File: src/rtl/clap_light_controller.sv
// ---------------------------------------------------------------------------
// clap_light_controller
//
// Turns clap counts from an upstream clap detector into light commands and
// drives a bank of identical PWM-modulated LED outputs.
//
//   count 2 : toggle the light
//   count 3 : step brightness level (0..3, wraps) while the light is on
//   count 4 : light on at full brightness
//   other   : rejected, one-cycle cmd_reject pulse
//
// Each accepted count is decoded in a single cycle, then input is refused for
// HOLDOFF_CYCLES cycles. An auto-off timer switches the light off after
// TIMEOUT_CYCLES cycles without a command.
//
// Ports
//   clock        in   sole clock, rising edge
//   reset        in   synchronous, active high
//   claps_data   in   [CLAPS_WIDTH] consecutive-clap count
//   claps_valid  in   claps_data valid
//   claps_ready  out  controller accepts claps_data (IDLE, not in reset)
//   led_out      out  [LED_WIDTH] PWM LED drive, all bits identical
//   light_on     out  registered light state
//   level        out  [2] registered brightness level
//   cmd_reject   out  one-cycle pulse for a count that is not a command
// ---------------------------------------------------------------------------
module clap_light_controller #(
   parameter int unsigned CLAPS_WIDTH    = 16,
   parameter int unsigned LED_WIDTH      = 8,
   parameter int unsigned PWM_WIDTH      = 8,
   parameter int unsigned HOLDOFF_CYCLES = 1000,
   parameter int unsigned TIMEOUT_CYCLES = 50000000
) (
   input  logic                   clock,
   input  logic                   reset,
   input  logic [CLAPS_WIDTH-1:0] claps_data,
   input  logic                   claps_valid,
   output logic                   claps_ready,
   output logic [LED_WIDTH-1:0]   led_out,
   output logic                   light_on,
   output logic [1:0]             level,
   output logic                   cmd_reject
);

   localparam int unsigned HOLD_W = $clog2(HOLDOFF_CYCLES + 1);
   localparam int unsigned TIME_W = $clog2(TIMEOUT_CYCLES);

   localparam logic [HOLD_W-1:0] HOLD_LAST = HOLD_W'(HOLDOFF_CYCLES - 1);
   localparam logic [TIME_W-1:0] TIME_LAST = TIME_W'(TIMEOUT_CYCLES - 1);

   typedef enum logic [1:0] {
      IDLE,
      DECODE,
      HOLDOFF
   } state_t;

   state_t                 state,      state_next;
   logic [CLAPS_WIDTH-1:0] claps_q,    claps_next;
   logic                   light_next;
   logic [1:0]             level_next;
   logic                   reject_next;
   logic [LED_WIDTH-1:0]   led_next;
   logic [HOLD_W-1:0]      hold_cnt,   hold_next;
   logic [TIME_W-1:0]      timer,      timer_next;
   logic [PWM_WIDTH-1:0]   pwm_cnt,    pwm_next;

   // PWM threshold: (level+1) quarters of the PWM period, one bit wider so
   // the product never overflows.
   logic [2:0]             level_plus;
   logic [PWM_WIDTH:0]     pwm_thresh;
   logic                   led_bit;

   assign claps_ready = (state == IDLE) && !reset;

   // -------------------------------------------------------------------------
   // State register
   // -------------------------------------------------------------------------
   always_ff @(posedge clock) begin
      if (reset) begin
         state      <= IDLE;
         claps_q    <= '0;
         light_on   <= 1'b0;
         level      <= 2'd3;
         led_out    <= '0;
         cmd_reject <= 1'b0;
         hold_cnt   <= '0;
         timer      <= '0;
         pwm_cnt    <= '0;
      end else begin
         state      <= state_next;
         claps_q    <= claps_next;
         light_on   <= light_next;
         level      <= level_next;
         led_out    <= led_next;
         cmd_reject <= reject_next;
         hold_cnt   <= hold_next;
         timer      <= timer_next;
         pwm_cnt    <= pwm_next;
      end
   end

   // -------------------------------------------------------------------------
   // Next-state and output logic
   // -------------------------------------------------------------------------
   always_comb begin
      state_next  = state;
      claps_next  = claps_q;
      light_next  = light_on;
      level_next  = level;
      reject_next = 1'b0;
      hold_next   = hold_cnt;
      timer_next  = timer;
      pwm_next    = pwm_cnt + PWM_WIDTH'(1);

      level_plus  = {1'b0, level} + 3'd1;
      pwm_thresh  = (PWM_WIDTH + 1)'(level_plus) << (PWM_WIDTH - 2);
      led_bit     = light_on && ((level == 2'd3) || ({1'b0, pwm_cnt} < pwm_thresh));
      led_next    = {LED_WIDTH{led_bit}};

      unique case (state)
         IDLE: begin
            if (claps_valid) begin
               claps_next = claps_data;
               state_next = DECODE;
            end
         end

         DECODE: begin
            if (claps_q == CLAPS_WIDTH'(2)) begin
               light_next = !light_on;
            end else if (claps_q == CLAPS_WIDTH'(3)) begin
               if (light_on) begin
                  level_next = level + 2'd1;
               end
            end else if (claps_q == CLAPS_WIDTH'(4)) begin
               light_next = 1'b1;
               level_next = 2'd3;
            end else begin
               reject_next = 1'b1;
            end
            hold_next  = '0;
            state_next = HOLDOFF;
         end

         HOLDOFF: begin
            if (hold_cnt == HOLD_LAST) begin
               hold_next  = '0;
               state_next = IDLE;
            end else begin
               hold_next = hold_cnt + HOLD_W'(1);
            end
         end

         default: begin
            state_next = IDLE;
         end
      endcase

      // Auto-off timer. A decode cycle always restarts it and cannot time
      // out, so a command arriving on the last timer cycle takes precedence.
      if (state == DECODE) begin
         timer_next = '0;
      end else if (!light_on) begin
         timer_next = '0;
      end else if (timer == TIME_LAST) begin
         timer_next = '0;
         light_next = 1'b0;
      end else begin
         timer_next = timer + TIME_W'(1);
      end
   end

endmodule

File: config.mk
export PLATFORM = sky130hd
export DESIGN_NAME = clap_light_controller
export DESIGN_NICKNAME = d
export VERILOG_FILES = /design/src/rtl/clap_light_controller.sv
export SDC_FILE = /design/constraint.sdc
export NUM_CORES = 1
export LEC_CHECK = 0
export BUFFER_PORTS_ARGS = -buffer_cell sky130_fd_sc_hd__buf_2
export CAP_MARGIN = 25
export CORE_MARGIN = 2
export CORE_UTILIZATION = 45
export DETAILED_ROUTE_END_ITERATION = 7
export HOLD_SLACK_MARGIN = 0.15
export PLACE_DENSITY = 0.66
export SLEW_MARGIN = 20
export SYNTH_ARGS = -nofsm -noshare
export SYNTH_HDL_FRONTEND = slang
export SYNTH_SLANG_ARGS = --single-unit
File: constraint.sdc
create_clock -name clock -period 5.5 [get_ports clock]
set_input_delay 0.55 -clock clock [delete_from_list [all_inputs] [get_ports clock]]
set_output_delay 0.55 -clock clock [all_outputs]
set_load 0.01 [all_outputs]
==> flow_summary.json <==
{
  "hold_start": "claps_data[7]",
  "clock_latency_ps": 340,
  "reg2reg_slack_ps": 3240,
  "cp-start-kind": "flop",
  "synth_edf_count": 0,
  "avgSynthCellArea_um2": 8.71,
  "required_ps": 5750,
  "first_iter_violations": 94,
  "grt_pass1_wl_mm": 9.84,
  "cts_resized": 0,
  "drive_above_1_share_pct": 14.1,
  "p_leak_nw": 1.21,
  "crit_fanout": 10,
  "async_reset_ff_share_pct": 0,
  "netlist.area_leader.share_pct": 43.6,
  "fin_util_pct": 51.4,
  "cts_buffers": 9,
  "cts_tree": "yes",
  "worstSetupPathType": "flop to flop",
  "postCtsHoldBufs": 0,
  "stdcell_area_um2": 3430,
  "htreeDepth": 3,
  "yosysWarnings": 0,
  "wl_mm": 5.64,
  "fp-row-count": 30,
  "synthDistinctLibCells": 47,
  "r2r_end": "timer[22]",
  "synth_cells": 353,
  "synth_most_common_cell": "dfxtp_1",
  "die_w_um": 86.6,
  "placed_area_um2": 3210,
  "die_area_um2": 7510,
  "gp_congestion": 0.786,
  "vias": 2446,
  "dpl.hpwl_mm": 3.80,
  "min_period_ps": 2260,
  "worst_ir_drop_vdd_mv": 0.263,
  "cts.sinks": 67,
  "clkTransAtPathRegs_ps": 70,
  "initial_utilization_pct": 46.0,
  "status": "finished clean",
  "finalHoldViolCount": 0,
  "drc": 0,
  "finalNetCount": 401,
  "wire_per_inst_um": 12.3,
  "synthFlopType": "dfxtp_1",
  "min_to": "claps_q[7]",
  "clock_path_buffers": 2,
  "maxSlewViolCount": 0,
  "fin_worst_skew_ps": 6.83,
  "yosysTopAreaCell": "dfxtp_1",
  "postCtsSetupBuffers": 0,
  "diodes": 0,
  "dr.pass1.iters": 4,
  "grt_pass1_vias": 2186,
  "end_kind": "flop",
  "portBuffers": 31,
  "slew_headroom_pct": 58.1,
  "synth_fp_nets": 382,
  "finalCritPeriodShare_pct": 41.2,
  "grt_max_degree": 35,
  "die_h_um": 86.6,
  "reg2reg_depth": 5,
  "maxCapViolCount": 0,
  "synth_area_um2": 3070,
  "antenna_found_initial": 0,
  "worstHoldPathType": "input port to flop",
  "r2r-start": "timer[0]",
  "critPathArrivalTime_ps": 2520,
  "cts-root-buf": "clkbuf_8",
  "max_freq_mhz": 442,
  "synth_area_leaders": "dfxtp_1, nand2_1, xnor2_1",
  "design.core.area_um2": 6680,
  "ant_nets": 0,
  "grtUsageTotal_pct": 16.6,
  "viasPerCell": 5.35,
  "min_path_cells": 3,
  "setup_viol": 0,
  "io-pin-count": 32,
  "worst_slew_pin_slew_ps": 625,
  "area_growth_pct": 11.8,
  "rsz0062_at_grt": "false",
  "synth-seq-cells": 67,
  "grt_overflow": 0,
  "p_per_area_nw_per_um2": 343,
  "yosys-top-cells-count": "dfxtp_1, nand2_1, nor2_1, nor3_1, a21oi_1",
  "ys_seq_area_share_pct": 43.6,
  "fin_setup_tns_ps": 0
}
==> routing by layer <==
metal	GRT usage [%]	routed length, µm	vias up
met5	0	0	-
met4	5.82	99	0
met3	6.76	243	9
met2	25.1	2450	39
met1	21.5	2840	1111
li1	-	-	1287
==> how the worst max path moves through the flow <==
stage | start | endpoint | slack [ps] | depth (start not counted)
after detailed placement | reset | light_on | 3190 | 4
after global placement | reset | light_on | 3220 | 4
after CTS | timer[0] | timer[22] | 3210 | 5
after floorplan | timer[0] | timer[22] | 3450 | 6
after global routing | timer[0] | timer[22] | 3020 | 5
final | timer[0] | timer[22] | 3240 | 5
==> state kept, by name, indices dropped and copies added (netlist names), 2 cells and up <==
| name | flops |
|---|---|
| timer | 26 |
| claps_q | 16 |
| hold_cnt | 10 |
| pwm_cnt | 8 |
| level | 2 |
| state | 2 |
==> final cells by class <==
type / count / area, µm²
Fill cell: 639 / 3250
Clock buffer: 11 / 131
Multi-Input combinational cell: 253 / 1580
Tap cell: 80 / 100
Inverter: 8 / 30.0
Sequential cell: 67 / 1340
Clock inverter: 5 / 77.6
Timing Repair Buffer: 33 / 174
==> layout by cell type (no fill, tap or decap), drive strengths merged, types with 2 or more instances in the layout <==
cell and n:
a211oi 11, a21oi 18, a311oi 2, a41oi 2, and3 4, and4 3, buf 33, bufinv 2
clkbuf 11, clkinv 2, dfxtp 67, ha 10, inv 8, mux2i 3, nand2 47, nand2b 7
nand3 15, nand4 9, nor2 21, nor2b 4, nor3 21, nor3b 2, nor4 7, o21a 2
o21ai 6, o31ai 6, or3 6, or4 8, xnor2 16, xor2 12
==> critical path, stage by stage, from the launching register on <==
cell	delay, ps
dfxtp_1	390
ha_1	250
nand2_1	170
or4_1	680
or4_1	440
a211oi_1	240
==> cell families after synthesis <==
family | share of synthesized area (%)
AO/OA/AOI/OAI | 11.5
XOR/XNOR | 7.98
adder cells (fa/ha/maj) | 4.07
buffers and inverters | 5.21
flip-flops | 43.6
multiplexers | 0.977
AND/OR/NAND/NOR | 26.6
==> metrics by stage <==
step	power [mW]	instances	hold slack (ps)	worst slack (ps)
finish	1.18	457	442	3240
global route	1.26	457	433	3020
CTS	1.20	456	420	3210
detailed placement	0.755	440	437	3190
global placement	0.750	440	429	3220
floorplan	0.712	353	413	3450
==> where the power goes <==
| group | switching [mW] | leakage, nW | internal (mW) |
|---|---|---|---|
| registers | 0.0233 | 0.543 | 0.519 |
| clock network | 0.183 | 0.103 | 0.254 |
| logic | 0.121 | 0.559 | 0.0792 |
No activity file was read; power rests on OpenSTA's default activity.
